**src/rtl/priority_arbiter.sv**
```systemverilog
// priority_arbiter: registered N-input request arbiter with a sticky one-hot
// grant, valid/ready acceptance, and fixed-priority or round-robin selection.
// MODE 0 gives the highest requesting index the win. MODE 1 searches upward
// from a rotating pointer, so the requester just accepted ranks lowest next.
module priority_arbiter #(
    parameter int  N    = 8,
    parameter int  MODE = 0,
    localparam int W    = (N > 1) ? $clog2(N) : 1
) (
    input  logic         clk,
    input  logic         rst_n,
    input  logic [N-1:0] req,
    input  logic         ready,
    output logic         valid,
    output logic [W-1:0] idx,
    output logic [N-1:0] gnt
);

    typedef enum logic {
        IDLE  = 1'b0,
        GRANT = 1'b1
    } state_t;

    localparam logic [W:0]   L_N    = (W+1)'(N);
    localparam logic [W-1:0] L_LAST = W'(N - 1);
    localparam logic [N-1:0] L_ONE  = N'(1);

    state_t       r_state, w_state_nxt;
    logic         r_valid, w_valid_nxt;
    logic [W-1:0] r_idx, w_idx_nxt;
    logic [W-1:0] r_ptr, w_ptr_nxt;
    logic [N-1:0] r_gnt, w_gnt_nxt;

    logic         w_accept;
    logic         w_any;
    logic [W-1:0] w_ptr_eff;
    logic [W-1:0] w_win, w_win_hi, w_win_rr, w_off;
    logic [N-1:0] w_rot;
    logic [W:0]   w_sum;

    // Increment modulo N, so a non-power-of-two N never reaches the unused
    // index codes.
    function automatic logic [W-1:0] wrap_inc(input logic [W-1:0] v);
        if (v == L_LAST) return '0;
        return v + W'(1);
    endfunction

    assign w_any    = |req;
    assign w_accept = (r_state == GRANT) && ready;

    // On an accept the pointer moves past the retiring index. The search in
    // that same cycle must already use the moved pointer.
    assign w_ptr_eff = (MODE == 1 && w_accept) ? wrap_inc(r_idx) : r_ptr;

    // Winner selection: the highest set bit, or the first set bit at or after
    // the pointer with wrap-around.
    always_comb begin
        w_win_hi = '0;
        for (int i = 0; i < N; i++) begin
            if (req[i]) w_win_hi = W'(i);
        end
        // Rotate req so that the pointer position lands at bit 0. The lowest
        // set bit of the rotated vector is then the offset from the pointer.
        w_rot = N'({req, req} >> w_ptr_eff);
        w_off = '0;
        for (int k = N - 1; k >= 0; k--) begin
            if (w_rot[k]) w_off = W'(k);
        end
        w_sum = {1'b0, w_ptr_eff} + {1'b0, w_off};
        if (w_sum >= L_N) w_sum = w_sum - L_N;
        w_win_rr = w_sum[W-1:0];
        w_win    = (MODE == 1) ? w_win_rr : w_win_hi;
    end

    // Next-state logic. A held grant ignores req until it is accepted.
    always_comb begin
        w_state_nxt = r_state;
        w_valid_nxt = r_valid;
        w_idx_nxt   = r_idx;
        w_gnt_nxt   = r_gnt;
        w_ptr_nxt   = r_ptr;
        case (r_state)
            IDLE: begin
                if (w_any) begin
                    w_state_nxt = GRANT;
                    w_valid_nxt = 1'b1;
                    w_idx_nxt   = w_win;
                    w_gnt_nxt   = L_ONE << w_win;
                end
            end
            GRANT: begin
                if (ready) begin
                    w_ptr_nxt = w_ptr_eff;
                    if (w_any) begin
                        w_idx_nxt = w_win;
                        w_gnt_nxt = L_ONE << w_win;
                    end else begin
                        w_state_nxt = IDLE;
                        w_valid_nxt = 1'b0;
                        w_gnt_nxt   = '0;
                    end
                end
            end
            default: begin
                w_state_nxt = IDLE;
                w_valid_nxt = 1'b0;
                w_gnt_nxt   = '0;
            end
        endcase
    end

    // State and output registers. The synchronous reset takes priority over
    // an accept in the same cycle.
    always_ff @(posedge clk) begin
        if (!rst_n) begin
            r_state <= IDLE;
            r_valid <= 1'b0;
            r_idx   <= '0;
            r_gnt   <= '0;
            r_ptr   <= '0;
        end else begin
            r_state <= w_state_nxt;
            r_valid <= w_valid_nxt;
            r_idx   <= w_idx_nxt;
            r_gnt   <= w_gnt_nxt;
            r_ptr   <= w_ptr_nxt;
        end
    end

    assign valid = r_valid;
    assign idx   = r_idx;
    assign gnt   = r_gnt;

endmodule

```
**config.mk**
```make
export PLATFORM = sky130hd
export DESIGN_NAME = priority_arbiter
export DESIGN_NICKNAME = d
export VERILOG_FILES = /design/src/rtl/priority_arbiter.sv
export SDC_FILE = /design/constraint.sdc
export NUM_CORES = 1
export LEC_CHECK = 0
export ABC_AREA = 0
export CAP_MARGIN = 10
export CORE_MARGIN = 4
export CORE_UTILIZATION = 44
export DETAILED_ROUTE_END_ITERATION = 10
export PLACE_DENSITY = 0.77
export SYNTH_ARGS = -nofsm -noshare
export SYNTH_HDL_FRONTEND = slang
export SYNTH_SLANG_ARGS = --single-unit
```
**constraint.sdc**
```tcl
create_clock -name clk -period 3.6 [get_ports clk]
set_clock_uncertainty 0.15 [all_clocks]
set_input_delay 0.72 -clock clk [delete_from_list [all_inputs] [get_ports clk]]
set_output_delay 0.72 -clock clk [all_outputs]
set_load 0.02 [all_outputs]
```
# Word-level counts from Yosys, hierarchy flattened
# Index checks and enable logic that the tools add are counted.
[classes]
eq_ne = 3
shifts = 1
muxes = 21
bitwise = 1
reduce_logical = 3
[op_table]
columns = ["cell", "n"]
rows = [
  ["2-to-1 mux 3 bit", 8],
  ["2-to-1 mux 8 bit", 3],
  ["one-hot mux 8 bit (2 select lines)", 1],
  ["OR reduction 8 bit", 1],
  ["left shift 1 x 3 -> 8 bit, first input constant", 1],
  ["2-to-1 mux 1 bit", 6],
  ["!= test 2 bit, second input constant", 3],
  ["one-hot mux 3 bit (2 select lines)", 1],
  ["one-hot mux 1 bit (2 select lines)", 2],
  ["AND reduction 3 bit", 1],
  ["AND reduction 2 bit", 1],
  ["inverter 1 bit", 1],
]
[word_totals]
reg_bits = 13
input_bits = 11
output_inout_bits = 12
elab_cells = 33

# Longest topological paths before layout
# Gate-level depths: netlist of the first run.
[depth]
word_depth = 11
mapped_depth = 5
depth_no_buf = 4

# Worst setup path before layout of the first run
# OpenSTA, ideal clock, no wires.
[synth_timing]
kind = "input -> register"
start = "in req[5]"
end = "reg r_gnt[0], in the netlist gnt[0]"
setup_ns = 0.058
arrival_time_ns = 1.949
t_required_ns = 3.392
setup_slack_ns = 1.443
stages = 5
n_path_buf = 1
path_cell_list = "buf_6 -> or4_4 -> o31ai_4 -> and2_1 -> o21a_1"
[synth_via]
elab_chain_cells = 7
word_cells_on_any_way = 11
classes_between = "eq/ne: 1; shift: 1; mux: 7; reduce/logical: 2"
[synth_rtl]
columns = ["element", "line_no", "rtl"]
rows = [
  ["start: declaration", "12", "input logic [N-1:0] req,"],
  ["2-to-1 mux 3 bit (3 in series)", "60", "if (req[i]) w_win_hi = W'(i);"],
  ["left shift 1 x 3 -> 8 bit", "88, 96", ""],
  ["2-to-1 mux 8 bit", "94", "if (w_any) begin"],
  ["2-to-1 mux 8 bit", "92", "if (ready) begin"],
  ["one-hot mux 8 bit (2 select lines)", "82", "case (r_state)"],
  ["end signal: assignment", "125", "r_gnt <= w_gnt_nxt;"],
  ["end: declaration", "32", "logic [N-1:0] r_gnt, w_gnt_nxt;"],
]
# Several ways; a longest one is shown, not always the timed one. The select of a mux whose other input is x is not followed.
# A chain may end at the register's enable or synchronous reset.

# Worst setup path after layout of the first run
# Ends and elaborated chain as after synthesis.

==> results of run 1 <==
## registers in the layout, indices dropped and copies added, names as in the netlist
| name | cells |
|---|---|
| gnt | 8 |
| r_state | 1 |
| valid | 1 |
| idx | 3 |
## area by class of cell
type                    count  share of cell area
multi-input cells          47               0.374
flip-flops and latches     13               0.306
repair buffers             22               0.259
clock buffers               4              0.0309
well taps                  15              0.0221
inverters                   2             0.00882
## stage by stage
step	setup slack (ns)	std cells	instance area, um^2	power [mW]	utilization
after floorplan	1.44	64	601	0.184	-
after global placement	0.886	99	825	0.212	0.634
after detailed placement	0.847	99	825	0.213	0.634
after CTS	1.12	103	851	0.301	0.654
after global routing	0.891	103	851	0.311	0.654
final	1.12	103	851	0.296	0.654
## cells in the final DEF, fill, tap and decap left out, types with 2 or more instances in the layout
cell,netlist,layout
a21boi_1,3,3
a21oi_1,3,3
a32o_1,2,2
clkbuf_4,0,3
clkdlybuf4s50_1,0,22
dfxtp_1,13,13
inv_1,2,2
nand2_1,5,5
nand2b_1,2,2
nand3_1,3,3
nand4_1,3,3
nor2_1,3,3
nor2b_1,2,2
nor4_1,2,2
o211a_1,2,2
o21ai_0,2,2
o21bai_1,2,2
## cell usage after synthesis
cell type	count	share of area
a21boi_0	1	0.013
nand2_1	5	0.031
o311ai_0	1	0.015
nand4b_1	1	0.015
a21boi_1	3	0.037
inv_1	2	0.013
a32oi_1	1	0.015
buf_6	1	0.019
nor2b_1	2	0.021
nand3_1	3	0.025
nand4_1	3	0.031
nor3_1	1	0.0083
o21a_1	1	0.013
dfxtp_1	13	0.43
and2_1	1	0.010
or4_4	1	0.019
nand2b_1	2	0.021
nor4_1	2	0.021
nor2_1	3	0.019
a21oi_1	3	0.025
o211a_1	2	0.033
clkbuf_1	1	0.0062
o21bai_1	2	0.025
or2_2	1	0.010
a31oi_1	1	0.010
a32o_1	2	0.033
and3b_1	1	0.015
o21ai_0	2	0.017
or4_1	1	0.013
o31ai_4	1	0.035
## power breakdown
part	switching, mW	internal [mW]	leakage (nW)
clock	0.0434	0.0429	0.0150
combinational	0.0277	0.0279	0.205
sequential	0.00359	0.150	0.107
## final timing paths
kind         endpoint  slack [ns]  cells past startpoint
min reg2reg    gnt[6]        0.30                      2
min            gnt[6]        0.30                      2
max            gnt[0]        1.12                      5
max reg2reg    idx[1]        2.17                      4
## kinds of logic (layout without fill, tap and decap cells)
kind of cell,after synthesis,after routing,share of synthesized area
AO/OA/AOI/OAI,20,20,0.271
buffers and inverters,4,28,0.0375
flip-flops,13,13,0.433
AND/OR/NAND/NOR,27,27,0.258
## routing by layer
metal,share of wire,track usage,up-vias
li1,-,-,291
met5,0,0,-
met4,0.0052,0.0351,0
met1,0.44,0.163,262
met3,0.096,0.0757,2
met2,0.45,0.254,22
## worst max-delay path, cell delays in order
cell and delay (ns):
clkdlybuf4s50_1 0.55, or4_4 0.60, o31ai_4 0.38, and2_1 0.19
o21a_1 0.10
==> results by group, run 1 <==
CTS
  – Skew-Pair Late Insertion Delay: 0.26 ns
  – Cells resized by post-CTS repair: 0
  – CTS tree: built
  – CTS Sinks: 13
  – Clock-pin transition on the worst setup and hold timing paths: 0.08 ns
  – Longest Clk Path Bufs: 2
  – CTS Buf Count: 3
  – CTS H-Tree Depth: 1
  – Root Driver: clkbuf_4
  – Post-CTS Hold Buffers: 0
  – Post-CTS setup buffers: 0

Hold path
  – Hold/Removal Path Class: register to register
  – HP Start: gnt[6]

Floorplan
  – Die Height: 44.9 um
  – Total die area: 2020 um^2
  – Initial Util: 0.462
  – I/O pin count: 23
  – Die width: 44.9 um
  – CORE AREA: 1300 um^2
  – Row count: 13

STA
  – Hold slack: 0.301 ns
  – Fin Setup TNS: 0 ns
  – Setup-failing EPs final: 0
  – Rel. slew slack: 0.565
  – Fin. max-slew vios: 0
  – Least-Margin Pin Slew: 0.646 ns
  – Final period utilization: 0.688
  – Period minus WS final: 2.48 ns
  – Unrepaired setup endpoints after global routing: false
  – Final hold violation count: 0
  – Max frequency: 404 MHz

Placed design
  – IO Port Bufs: 22
  – DP Wirelength: 1.02 mm
  – Placer Congestion: 0.751

Critical path
  – Worst setup SP type: primary input
  – Critical-path maximum fanout: 9
  – Critical path type: primary input to register
  – Worst Setup SP: req[5]
  – WP data required: 3.67 ns
  – Critical Path End Type: register
  – RR Startpoint: r_state
  – CP Data Arrival Time: 2.55 ns

Run
  – Max_cap viols: 0

Global route
  – Pin count of the biggest net entering global routing: 17
  – Total GRT Usage: 0.149
  – First-pass GRT wire length: 2.25 mm
  – Initial antenna violation count: 0
  – Total grt overflow: 0
  – Number of global-route vias before repair: 565

Route
  – Drt initial violations: 11
  – Post-route DRC: 0
  – DRT Wirelength: 1.34 mm
  – WL/cell: 13.0 um
  – DR vias/cell: 5.60
  – DRT antenna net count: 0
  – Vias: 577
  – DR pass1 iterations: 4

Synth
  – Mapped Nets: 75
  – Yosys reg bits: 13
  – Post-synthesis instance total: 64
  – Mapped Area: 601 um^2
  – Netlist cell types: 30
  – Syn Area/Cell: 9.38 um^2
  – Post-synthesis sequential area ratio: 0.433
  – Syn. warnings: 0

Status
  – Status: finished, final reports clean

Layout
  – Area Overhead vs Synth: 41.7%
  – Antenna cells: 0
  – # fillers: 120
  – Register area: 260 um^2
  – Layout net count: 100
  – Multi-input logic area: 318 um^2
  – Share of cells above drive strength 1: 0.0682

Power
  – Leak Pwr: 0.327 nW
  – Peak VDD IR: 0.203 mV
  – PD cells: 347 nW/um^2
Note: power is estimated with default switching activity, not from simulation.
==> run 2: changes to the inputs <==
Settings changed: CORE_UTILIZATION 44 to 41, PLACE_DENSITY 0.77 to 0.73.
Clock period 3.6 ns to 2.4 ns, I/O delays scaled along.
==> run 2 against run 1 <==
Net effect:
- cell count grew 6.8%
- non-clock buffer count grew 7
- clock-buffer cell count is the same
- critical endpoint unchanged
- combinational power grew 65%
- highest routed layer unchanged
- utilization grew 2.3 points
- sequential share of layout area shrank 1.8 points
- sequential cell count is the same
- power grew 56%
- setup slack lost 0.82 ns
- critical path depth is the same
==> results by group, run 2 (synthesized netlist as in run 1, its figures left out) <==
Placed design
  – Dpl ws: 0.00525 ns (was 0.847 ns)
  – IO Port Bufs: 22 (unchanged)
  – Placed Cells: 106 (was 99)
  – Placed cell areas: 877 um^2 (was 825 um^2)
  – DP Wirelength: 1.17 mm (was 1.02 mm)
  – Placer Congestion: 0.741 (was 0.751)

Global route
  – Number of global-route vias before repair: 570 (was 565)
  – Pin count of the biggest net entering global routing: 17 (unchanged)
  – First-pass GRT wire length: 2.43 mm (was 2.25 mm)
  – Initial antenna violation count: 0 (unchanged)
  – Total GRT Usage: 0.160 (was 0.149)
  – Total grt overflow: 0 (unchanged)

Power
  – Switching power: 0.123 mW (was 0.0748 mW)
  – Net Sw Frac: 0.266 (was 0.253)
  – Leak Pwr: 0.362 nW (was 0.327 nW)
  – Internal Pwr Total: 0.338 mW (was 0.221 mW)
  – Comb pwr share: 0.199 (was 0.188)
  – PD cells: 509 nW/um^2 (was 347 nW/um^2)
  – Power share of the sequential group: 0.500 (was 0.520)
  – Tot Pwr: 0.460 mW (was 0.296 mW)
  – Clock Power Share: 0.300 (was 0.292)
  – Peak VDD IR: 0.338 mV (was 0.203 mV)

Floorplan
  – Total die area: 2140 um^2 (was 2020 um^2)
  – Die Height: 46.3 um (was 44.9 um)
  – Initial Util: 0.450 (was 0.462)
  – Row count: 13 (unchanged)
  – CORE AREA: 1330 um^2 (was 1300 um^2)
  – Die width: 46.3 um (was 44.9 um)
  – I/O pin count: 23 (unchanged)

Route
  – Wire length on met1: 682 um (was 592 um)
  – DR vias/cell: 5.45 (was 5.60)
  – DRT Wirelength: 1.49 mm (was 1.34 mm)
  – DR WL met2: 686 um (was 607 um)
  – WL/cell: 13.5 um (was 13.0 um)
  – Drt initial violations: 9 (was 11)
  – Post-route DRC: 0 (unchanged)
  – Vias: 600 (was 577)
  – DR pass1 iterations: 4 (unchanged)
  – DRT antenna net count: 0 (unchanged)
  – Metal3 WL: 82 um (was 128 um)
  – Uppermost layer routed: met4 (unchanged)

Layout
  – Commonest non-fill, non-tap cell in the layout: clkdlybuf4s50_1 (unchanged)
  – Antenna cells: 0 (unchanged)
  – Fin cells: 110 (was 103)
  – Most frequent cells in the layout: clkdlybuf4s50_1 (22), dfxtp_1 (13), buf_4 (7) (was clkdlybuf4s50_1 (22), dfxtp_1 (13), nand2_1 (5))
  – Cell area after layout: 903 um^2 (was 851 um^2)
  – Share of cells above drive strength 1: 0.137 (was 0.0682)
  – Max reg flops: 8 (unchanged)
  – Utilization after layout: 0.677 (was 0.654)
  – Layout net count: 107 (was 100)
  – Area Overhead vs Synth: 50.4% (was 41.7%)

CTS
  – CTS tree: built (unchanged)
  – Longest Clk Path Bufs: 2 (unchanged)
  – Skew-Pair Late Insertion Delay: 0.28 ns (was 0.26 ns)
  – Clock-pin transition on the worst setup and hold timing paths: 0.08 ns (about the same)
  – CTS Buf Count: 3 (unchanged)
  – CTS Sinks: 13 (unchanged)
  – Root Driver: clkbuf_4 (unchanged)
  – CTS H-Tree Depth: 1 (unchanged)
  – Post-CTS Hold Buffers: 0 (unchanged)
  – Cells resized by post-CTS repair: 0 (unchanged)
  – Post-CTS setup buffers: 0 (unchanged)

Critical path
  – Critical-path maximum fanout: 8 (was 9)
  – Reg2Reg Capture Point: idx[1] (unchanged)
  – Setup crit end: gnt[0] (unchanged)
  – Worst Setup SP: req[4] (was req[5])
  – Levels on crit path: 5 (unchanged)
  – Worst reg-to-reg path cell count: 4 (unchanged)
  – Worst setup SP type: primary input (unchanged)
  – Critical Path End Type: register (unchanged)
  – CP Buf/Inv Count: 1 (unchanged)
  – Slowest Stage Delay on Critical Path: 0.58 ns (was 0.60 ns)
  – Critical path type: primary input to register (unchanged)
  – CP cell instances: clkdlybuf4s50_1 > or4_4 > o31ai_4 > and2_1 > o21a_1 (unchanged)
  – CP delay by family, top: simple AND/OR/NAND/NOR gates (unchanged)
  – R2R setup slack: 0.97 ns (was 2.17 ns)
  – Slowest-stage cell, CP: or4_4 (unchanged)
  – CP Data Arrival Time: 2.17 ns (was 2.55 ns)
  – RR Startpoint: r_state (unchanged)
  – WP data required: 2.48 ns (was 3.67 ns)

STA
  – Rel. slew slack: 0.671 (was 0.565)
  – Final setup margin: 0.306 ns (was 1.12 ns)
  – Fin Setup TNS: 0 ns (unchanged)
  – Final period utilization: 0.872
  – Final hold violation count: 0 (unchanged)
  – Unrepaired setup endpoints after global routing: false (unchanged)
  – Fin. max-slew vios: 0 (unchanged)
  – Period minus WS final: 2.09 ns
  – Max frequency: 478 MHz
  – Hold slack: 0.304 ns (was 0.301 ns)
  – Least-Margin Pin Slew: 0.491 ns (was 0.646 ns)
  – Setup-failing EPs final: 0 (unchanged)

Run
  – Max_cap viols: 0 (unchanged)

Hold path
  – Hold depth: 2 (unchanged)
  – Hold/Removal Path Class: register to register (unchanged)

Status
  – Status: finished, final reports clean (unchanged)
-- run 2: cell types whose count changed in the layout (fill, tap and decap cells not counted), sizes merged --
| cell | delta |
|---|---|
| buf | +7 |
-- run 2: layout make-up --
cell class                 instances  area [um^2]
clock buffer                       4         26.3
fill                             114          430
inverter                           2         7.51
multi-input combinational         47          318
sequential                        13          260
tap                               15         18.8
timing repair buffer              29          273
-- run 2: power by group through the flow --
stage	clock network [mW]	logic (mW)	registers (mW)
5_1_grt	0.152	0.0995	0.232
6_report	0.138	0.0917	0.230
3_5_place_dp	0	0.0919	0.235
2_1_floorplan	0	0.0304	0.246
3_3_place_gp	0	0.0912	0.235
4_1_cts	0.144	0.0925	0.230
-- run 2: layer usage --
metal / up-vias / global-route usage
met1: 270 / 0.199
met4: 0 / 0.102
met2: 17 / 0.250
met3: 5 / 0.0273
li1: 308 / -
met5: - / 0
-- run 2: worst min-delay path by stage --
stage	slack (ns)	end	start
finish	0.30	gnt[7]	gnt[7]
global route	0.34	gnt[6]	gnt[6]
CTS	0.31	gnt[7]	gnt[7]
detailed placement	0.30	gnt[7]	gnt[7]
global placement	0.29	gnt[1]	gnt[1]
floorplan	0.38	gnt[7]	gnt[7]
-- run 2: worst reg2reg max path: stages (launching register included) --
cell      delay [ns]
dfxtp_1         0.37
nor2b_1         0.17
a21oi_1         0.27
o311ai_0        0.21
o211a_1         0.16
==> run 3: changes to the inputs <==
Settings changed: CTS_CLUSTER_DIAMETER set to 60.
==> results of run 3 <==
The final DEF is identical to that of run 2; final timing and power are the same.
